===== config.mk =====
export PLATFORM = sky130hd
export DESIGN_NAME = dffram_arbiter_flat
export DESIGN_NICKNAME = d
export VERILOG_FILES = /design/src/rtl/dffram_arbiter_if.sv /design/src/rtl/dffram_arbiter.sv /design/src/flat_wrapper.sv
export SDC_FILE = /design/constraint.sdc
export NUM_CORES = 1
export LEC_CHECK = 0
export CAP_MARGIN = 20
export CORE_MARGIN = 5
export CORE_UTILIZATION = 33
export DETAILED_ROUTE_END_ITERATION = 7
export HOLD_SLACK_MARGIN = 0.1
export PLACE_DENSITY_LB_ADDON = 0.15
export SKIP_LAST_GASP = 1
export SLEW_MARGIN = 10
export SYNTH_ARGS = -nofsm -noshare
export SYNTH_HDL_FRONTEND = slang
export SYNTH_SLANG_ARGS = --single-unit

===== constraint.sdc =====
create_clock -name core_clk -period 4.4 [get_ports core_clk]
set_clock_uncertainty 0.2 [all_clocks]
set_input_delay 1.32 -clock core_clk [delete_from_list [all_inputs] [get_ports core_clk]]
set_output_delay 1.32 -clock core_clk [all_outputs]
set_load 0.02 [all_outputs]

===== src/rtl/dffram_arbiter_if.sv =====
// rtl/dffram_arbiter_if.sv - CPU, housekeeping and DFFRAM signal bundle for dffram_arbiter.
// slave is the arbiter's view; master is the requester/RAM side.
interface dffram_arbiter_if #(
    parameter int AW = 8,
    parameter int DW = 32
);
    logic          cpu_req;
    logic [3:0]    cpu_we;
    logic [AW-1:0] cpu_addr;
    logic [DW-1:0] cpu_wdata;
    logic          cpu_gnt;
    logic          cpu_rvalid;
    logic [DW-1:0] cpu_rdata;

    logic          hk_req;
    logic [AW-1:0] hk_addr;
    logic          hk_busy;
    logic          hk_rvalid;
    logic [DW-1:0] hk_rdata;

    logic          ram_en;
    logic [3:0]    ram_we;
    logic [AW-1:0] ram_a;
    logic [DW-1:0] ram_di;
    logic [DW-1:0] ram_do;

    modport slave (
        input  cpu_req, cpu_we, cpu_addr, cpu_wdata, hk_req, hk_addr, ram_do,
        output cpu_gnt, cpu_rvalid, cpu_rdata, hk_busy, hk_rvalid, hk_rdata,
               ram_en, ram_we, ram_a, ram_di
    );

    modport master (
        output cpu_req, cpu_we, cpu_addr, cpu_wdata, hk_req, hk_addr, ram_do,
        input  cpu_gnt, cpu_rvalid, cpu_rdata, hk_busy, hk_rvalid, hk_rdata,
               ram_en, ram_we, ram_a, ram_di
    );
endinterface


===== src/rtl/dffram_arbiter.sv =====
// rtl/dffram_arbiter.sv - CPU-priority arbiter sharing one DFFRAM with the housekeeping read port.
// Define DFFRAM_ARB_STARVE_EN to force a waiting housekeeping read after MAX_WAIT CPU cycles.
module dffram_arbiter #(
    parameter int AW       = 8,
    parameter int DW       = 32,
    parameter int MAX_WAIT = 4
) (
    input  logic               core_clk,
    input  logic               core_rst,
    dffram_arbiter_if.slave    bus
);
    if (MAX_WAIT < 1 || MAX_WAIT > 15) begin : g_bad_max_wait
        $error("MAX_WAIT must be in 1..15");
    end

    typedef enum logic [1:0] {
        HK_IDLE = 2'd0,
        HK_PEND = 2'd1,
        HK_READ = 2'd2
    } hk_state_t;

    hk_state_t     r_state;
    hk_state_t     w_state_nxt;
    logic [AW-1:0] r_addr;
    logic [DW-1:0] r_hk_rdata;
    logic          r_hk_rvalid;
    logic          r_cpu_rvalid;

    logic          w_hk_slot;
    logic          w_forced;
    logic          w_cpu_gnt;
    logic          w_ram_en;
    logic [3:0]    w_ram_we;
    logic [AW-1:0] w_ram_a;
    logic [DW-1:0] w_ram_di;

`ifdef DFFRAM_ARB_STARVE_EN
    localparam logic [3:0] WAIT_LIMIT = 4'(MAX_WAIT);
    logic [3:0] r_wait;
    logic [3:0] w_wait_nxt;

    // Counts CPU-held cycles while pending; saturates so the force stays asserted.
    always_comb begin
        w_wait_nxt = r_wait;
        if (r_state == HK_IDLE && bus.hk_req) begin
            w_wait_nxt = 4'd0;
        end else if (r_state == HK_PEND && !w_hk_slot && r_wait != WAIT_LIMIT) begin
            w_wait_nxt = r_wait + 4'd1;
        end
    end

    always_ff @(posedge core_clk) begin
        if (core_rst) begin
            r_wait <= 4'd0;
        end else begin
            r_wait <= w_wait_nxt;
        end
    end

    assign w_forced = (r_wait == WAIT_LIMIT);
`else
    assign w_forced = 1'b0;
`endif

    always_comb begin
        w_state_nxt = r_state;
        w_hk_slot   = 1'b0;
        case (r_state)
            HK_IDLE: if (bus.hk_req) w_state_nxt = HK_PEND;
            HK_PEND: begin
                if (!bus.cpu_req || w_forced) begin
                    w_hk_slot   = 1'b1;
                    w_state_nxt = HK_READ;
                end
            end
            HK_READ: w_state_nxt = HK_IDLE;
            default: w_state_nxt = HK_IDLE;
        endcase
    end

    assign w_cpu_gnt = bus.cpu_req & ~w_hk_slot;

    always_comb begin
        w_ram_en = 1'b0;
        w_ram_we = 4'd0;
        w_ram_a  = '0;
        w_ram_di = '0;
        if (w_hk_slot) begin
            w_ram_en = 1'b1;
            w_ram_a  = r_addr;
        end else if (w_cpu_gnt) begin
            w_ram_en = 1'b1;
            w_ram_we = bus.cpu_we;
            w_ram_a  = bus.cpu_addr;
            w_ram_di = bus.cpu_wdata;
        end
    end

    // A CPU access granted during HK_READ only changes ram_do at the same edge that captures it.
    always_ff @(posedge core_clk) begin
        if (core_rst) begin
            r_state      <= HK_IDLE;
            r_addr       <= '0;
            r_hk_rdata   <= '0;
            r_hk_rvalid  <= 1'b0;
            r_cpu_rvalid <= 1'b0;
        end else begin
            r_state      <= w_state_nxt;
            r_hk_rvalid  <= (r_state == HK_READ);
            r_cpu_rvalid <= w_cpu_gnt && (bus.cpu_we == 4'd0);
            if (r_state == HK_IDLE && bus.hk_req) begin
                r_addr <= bus.hk_addr;
            end
            if (r_state == HK_READ) begin
                r_hk_rdata <= bus.ram_do;
            end
        end
    end

    assign bus.cpu_gnt    = w_cpu_gnt;
    assign bus.cpu_rvalid = r_cpu_rvalid;
    assign bus.cpu_rdata  = r_cpu_rvalid ? bus.ram_do : '0;
    assign bus.hk_busy    = (r_state != HK_IDLE);
    assign bus.hk_rvalid  = r_hk_rvalid;
    assign bus.hk_rdata   = r_hk_rdata;
    assign bus.ram_en     = w_ram_en;
    assign bus.ram_we     = w_ram_we;
    assign bus.ram_a      = w_ram_a;
    assign bus.ram_di     = w_ram_di;
endmodule


===== src/flat_wrapper.sv =====
// flat-port wrapper written by rule: the top's interface ports become plain ports
module dffram_arbiter_flat 
#(
    parameter int AW       = 8,
    parameter int DW       = 32,
    parameter int MAX_WAIT = 4
)
  (core_clk, core_rst, bus_cpu_req, bus_cpu_we, bus_cpu_addr, bus_cpu_wdata, bus_hk_req, bus_hk_addr, bus_ram_do, bus_cpu_gnt, bus_cpu_rvalid, bus_cpu_rdata, bus_hk_busy, bus_hk_rvalid, bus_hk_rdata, bus_ram_en, bus_ram_we, bus_ram_a, bus_ram_di);
  dffram_arbiter_if #(.AW(AW), .DW(DW)) bus_i ();
  input  logic core_clk;
  input  logic core_rst;
  input wire logic [$bits(bus_i.cpu_req)-1:0] bus_cpu_req;
  input wire logic [$bits(bus_i.cpu_we)-1:0] bus_cpu_we;
  input wire logic [$bits(bus_i.cpu_addr)-1:0] bus_cpu_addr;
  input wire logic [$bits(bus_i.cpu_wdata)-1:0] bus_cpu_wdata;
  input wire logic [$bits(bus_i.hk_req)-1:0] bus_hk_req;
  input wire logic [$bits(bus_i.hk_addr)-1:0] bus_hk_addr;
  input wire logic [$bits(bus_i.ram_do)-1:0] bus_ram_do;
  output wire logic [$bits(bus_i.cpu_gnt)-1:0] bus_cpu_gnt;
  output wire logic [$bits(bus_i.cpu_rvalid)-1:0] bus_cpu_rvalid;
  output wire logic [$bits(bus_i.cpu_rdata)-1:0] bus_cpu_rdata;
  output wire logic [$bits(bus_i.hk_busy)-1:0] bus_hk_busy;
  output wire logic [$bits(bus_i.hk_rvalid)-1:0] bus_hk_rvalid;
  output wire logic [$bits(bus_i.hk_rdata)-1:0] bus_hk_rdata;
  output wire logic [$bits(bus_i.ram_en)-1:0] bus_ram_en;
  output wire logic [$bits(bus_i.ram_we)-1:0] bus_ram_we;
  output wire logic [$bits(bus_i.ram_a)-1:0] bus_ram_a;
  output wire logic [$bits(bus_i.ram_di)-1:0] bus_ram_di;
  assign bus_i.cpu_req = bus_cpu_req;
  assign bus_i.cpu_we = bus_cpu_we;
  assign bus_i.cpu_addr = bus_cpu_addr;
  assign bus_i.cpu_wdata = bus_cpu_wdata;
  assign bus_i.hk_req = bus_hk_req;
  assign bus_i.hk_addr = bus_hk_addr;
  assign bus_i.ram_do = bus_ram_do;
  assign bus_cpu_gnt = bus_i.cpu_gnt;
  assign bus_cpu_rvalid = bus_i.cpu_rvalid;
  assign bus_cpu_rdata = bus_i.cpu_rdata;
  assign bus_hk_busy = bus_i.hk_busy;
  assign bus_hk_rvalid = bus_i.hk_rvalid;
  assign bus_hk_rdata = bus_i.hk_rdata;
  assign bus_ram_en = bus_i.ram_en;
  assign bus_ram_we = bus_i.ram_we;
  assign bus_ram_a = bus_i.ram_a;
  assign bus_ram_di = bus_i.ram_di;
  dffram_arbiter #(.AW(AW), .DW(DW), .MAX_WAIT(MAX_WAIT)) u_core (.core_clk(core_clk), .core_rst(core_rst), .bus(bus_i));
endmodule

* After elaboration in Yosys (flattened, before gate mapping) *
Cells that the tools add are included.

storage, ports and cells
  register bits = 44
  bits of input ports = 88
  output and inout bits = 113
  word-level logic and storage cells = 31

operators by class
  equality and inequality tests = 4
  muxes and demuxes = 14
  bitwise operators = 2
  reductions and logical operators = 6

operators with widths
  cell                                                  count
  two-way mux 32 bit                                    3
  two-way mux 8 bit                                     2
  two-way mux 4 bit                                     2
  zero test 4 bit                                       1
  two-way mux 1 bit                                     4
  two-way mux 2 bit                                     2
  != test 2 bit (second input constant)                 2
  case mux 2 bit (2 select lines)                       1
  equality test 2 x 1 -> 1 bit (second input constant)  1
  equality test 2 bit (second input constant)           1
  logical AND 1 bit                                     2
  zero test 2 bit                                       1
  AND reduction 2 bit                                   1
  nonzero test 2 bit                                    1
  AND 1 bit                                             1
  inverter 1 bit                                        1

* Logic depth before layout (Yosys ltp) *
  depth after elaboration = 6
  mapped depth = 5
  depth with buffers taken out = 3

* Worst setup path after synthesis *
OpenSTA, ideal clock, no wires.

  kind = input to output
  start point = input bus_cpu_req
  end point = output bus_ram_a[2]
  data arrival time = 2.125 ns
  required time = 2.880 ns
  slack = 0.755 ns
  stages = 3
  path buffers = 2
  cell sequence = buf_2 -> clkbuf_1 -> o21ai_0

between the ends
  word-level cells in the longest chain between the ends = 6

RTL lines
  what                 line                  RTL
  start, declared      flat_wrapper.sv:12    input wire logic [$bits(bus_i.cpu_req)-1:0] bus_cpu_req;
  two-way mux 1 bit    dffram_arbiter.sv:71  if (!bus.cpu_req || w_forced) begin
  two-way mux 1 bit    dffram_arbiter.sv:68  case (r_state)
  inverter 1 bit       dffram_arbiter.sv:81  assign w_cpu_gnt = bus.cpu_req & ~w_hk_slot;
  AND 1 bit            dffram_arbiter.sv:81
  two-way mux 8 bit    dffram_arbiter.sv:91  end else if (w_cpu_gnt) begin
  two-way mux 8 bit *  dffram_arbiter.sv:88  if (w_hk_slot) begin
  end, declared        flat_wrapper.sv:27    output wire logic [$bits(bus_i.ram_a)-1:0] bus_ram_a;

Mark *: on every way between the ends. The rest lies on a longest branch, timed or not.

* Worst setup path in the final report *
  start point = input bus_cpu_req
  end point = output bus_ram_di[3]

between the ends
  word-level cells in the longest chain between the ends = 6

RTL lines
  what                  line                  RTL
  two-way mux 1 bit     dffram_arbiter.sv:71
  two-way mux 1 bit     dffram_arbiter.sv:68
  inverter 1 bit        dffram_arbiter.sv:81
  AND 1 bit             dffram_arbiter.sv:81
  two-way mux 32 bit    dffram_arbiter.sv:91
  two-way mux 32 bit *  dffram_arbiter.sv:88
  end, declared         flat_wrapper.sv:28    output wire logic [$bits(bus_i.ram_di)-1:0] bus_ram_di;

Marked as above.

==> flow_metrics.env <==
export IMPL_finalPower_mw=0.9227
export IMPL_cts_setup_buffers=0
export IMPL_vias=2476
export IMPL_switchingPower_mw=0.2448
export IMPL_worst_ep_arrival_time_ps=2830
export IMPL_critPathSlowestCell="clkdlybuf4s50_1"
export IMPL_regToRegStartpoint="u_core.r_state[0]"
export IMPL_drv_slew=0
export IMPL_die_h_microns=90.76
export IMPL_detail_route_antenna_nets=0
export IMPL_p_leak_nw=1.644
export IMPL_htreeDepth=2
export IMPL_hold_path_startpoint="u_core.bus.hk_rdata[29]"
export IMPL_root_buffer="clkbuf_8"
export IMPL_cpPeakStageDelay_ps=630
export IMPL_grtUsageTotal=0.1799
export IMPL_cts_tree="done"
export IMPL_ys_seq_elements=44
export IMPL_startpoint="bus_cpu_req"
export IMPL_placement_cell_area_sq_um=4131
export IMPL_finalCritPeriodShare=0.9877
export IMPL_grt_pass1_wl_microns=12160
export IMPL_start_util=0.3389
export IMPL_power_density_nw_per_um2=217.2
export IMPL_r2r_setup_slack_ps=2880
export IMPL_grt_pass1_vias=2416
export IMPL_grtUsageMet3=0.07083
export IMPL_worst_path_max_fanout=57
export IMPL_hp_class="register to register"
export IMPL_seqPwrFrac=0.452
export IMPL_drt_total_wl_microns=7818
export IMPL_crit_type="input pin to primary output"
export IMPL_hold_viol=0
export IMPL_place_detailed_hpwl_microns=6216
export IMPL_worstSkewPairLatency_ps=290
export IMPL_drcViolationCount=0
export IMPL_num_antenna_cells=0
export IMPL_viasPerCell=4.445
export IMPL_pre_cts_ws_ps=39.49
export IMPL_grt_max_degree=58
export IMPL_wire_per_inst_microns=14.04
export IMPL_grt_ovfl_total=0
export IMPL_num_rows=29
export IMPL_layout_nets=567
export IMPL_p_sw_frac=0.2653
export IMPL_placed_cells=549
export IMPL_crit_chain="clkdlybuf4s50_1, buf_12, and2_1, clkdlybuf4s50_1"
export IMPL_place_gp_congestion=0.7577
export IMPL_ios=201
export IMPL_cts_num_sinks=44
export IMPL_die_x_microns=90.76
export IMPL_clockBufferDepth=2
export IMPL_clockPowerShare=0.283
export IMPL_drt_iter0_markers=50
export IMPL_syn_area_sq_um=2152
export IMPL_start_kind="input pin"
export IMPL_yosysUniqueCellTypes=19
export IMPL_cpMostUsedCell="clkdlybuf4s50_1"
export IMPL_setup_viol=0
export IMPL_final_util=0.6690
export IMPL_syn_inst=294
export IMPL_fin_crit_ps=4346
export IMPL_final_cell_mix="clkdlybuf4s50_1 (190), nand2_1 (96), and2_1 (68), dfxtp_1 (44), a21oi_1 (40)"
export IMPL_met2_usage=0.3202
export IMPL_crit_required_ps=2880
export IMPL_p_int_mw=0.6779
export IMPL_hold_buffers=0
export IMPL_grt_util_met1=0.2012
export IMPL_drive_above_1_share=0.03125
export IMPL_layout_setup_ws_ps=54.23
export IMPL_synth_nets=382
export IMPL_grt_busiest_layer="met2"
export IMPL_dieArea_sq_um=8236
export IMPL_io_buffers=200
export IMPL_tightest_slew_ps=836.8
export IMPL_max_freq_mhz=230.1
export IMPL_peakVddDrop_v=0.0001668
export IMPL_synth_warnings=0
export IMPL_first_pass_iters=4
export IMPL_antenna_found_initial=0
export IMPL_max_slew_margin_rel=0.4414
export IMPL_power_frac_comb=0.265
export IMPL_syn_to_final_growth_pct=97.38
export IMPL_core_sq_um=6350
export IMPL_layout_commonest_cell="clkdlybuf4s50_1"
export IMPL_instances_no_fill=557
export IMPL_stdcell_area_sq_um=4248
export IMPL_maxCapViolations=0
export IMPL_ys_seq_area_frac=0.4093
export IMPL_run_status="finished clean"
export IMPL_syn_avg_cell_area_sq_um=7.320
export IMPL_numCtsBuffers=5
export IMPL_cts_clk_slew_worst_paths_ps=80
export IMPL_crit_path_end_kind="primary output"
-- per-layer routing --
layer	routed length [microns]	part of all wire
met5	0	0
met4	47	0.0060
met1	3088	0.39
met2	3872	0.50
met3	809	0.10
-- logic make-up (layout without fill, tap and decap cells) --
kind of cell	Yosys count	count (layout)	share of synthesized area
DFF	44	44	0.4093
and+or+nand+nor	176	176	0.4041
buffers and inverters	25	211	0.07035
muxes	1	1	0.004651
AOI/OAI and AO/OA	48	48	0.1116
-- cell usage after synthesis, drive strengths merged --
library cell	instances	area [sq um]
nand2	96	360.4
and2	68	425.4
dfxtp	44	880.8
a21oi	40	200.2
clkbuf	13	48.80
buf	12	102.6
o21ai	8	40.04
nor2b	2	12.51
nor3	2	10.01
nor3b	2	20.02
or2	2	12.51
mux2i	1	10.01
nand2b	1	6.260
nor2	1	3.750
or3b	1	8.760
or4b	1	10.01
-- stage by stage --
stage          TNS, ps  hold slack (ps)
2_1_floorplan        0            236.6
3_3_place_gp         0            240.9
3_5_place_dp         0            246.0
4_1_cts              0            257.5
5_1_grt         -2.746            270.6
6_report             0            253.3
-- worst max-delay path, delay by kind of cell --
family | cells | cell delay (ps)
simple gates | 1 | 150
buf+inv | 3 | 1330
-- cell type report --
class	count	area, sq um
tap	77	96.34
fill	550	2102
multi-input combinational	225	1122
clock buffer	7	86.33
sequential	44	880.8
timing repair buffer	203	2054
clock inverter	1	7.507
-- worst paths after layout --
path / to / cells after the start
hold reg to reg: u_core.bus.hk_rdata[29] / 2
hold / removal: u_core.bus.hk_rdata[29] / 2
setup reg to reg: u_core.r_state[1] / 2
setup / recovery: bus_ram_di[3] / 4
-- registers in the layout, summed over array words and instances, names as in the netlist --
name and flops:
u_core.r_addr 8, u_core.r_state 2, u_core.bus.hk_rvalid 1, u_core.bus.hk_rdata 32, u_core.bus.cpu_rvalid 1
-- power by group through the flow --
stage / Clock, mW / Sequential (mW) / Combinational [mW]
global placement: 0 / 0.426 / 0.244
floorplan: 0 / 0.432 / 0.0903
CTS: 0.270 / 0.417 / 0.248
global route: 0.291 / 0.419 / 0.261
finish: 0.261 / 0.417 / 0.244
detailed placement: 0 / 0.427 / 0.246
-- what timing repair did --
action	CTS	global route
hold endpoints to repair	0	0
gates resized for setup	0	9
setup endpoints to repair	0	9
(Power assumes the default switching activity.)
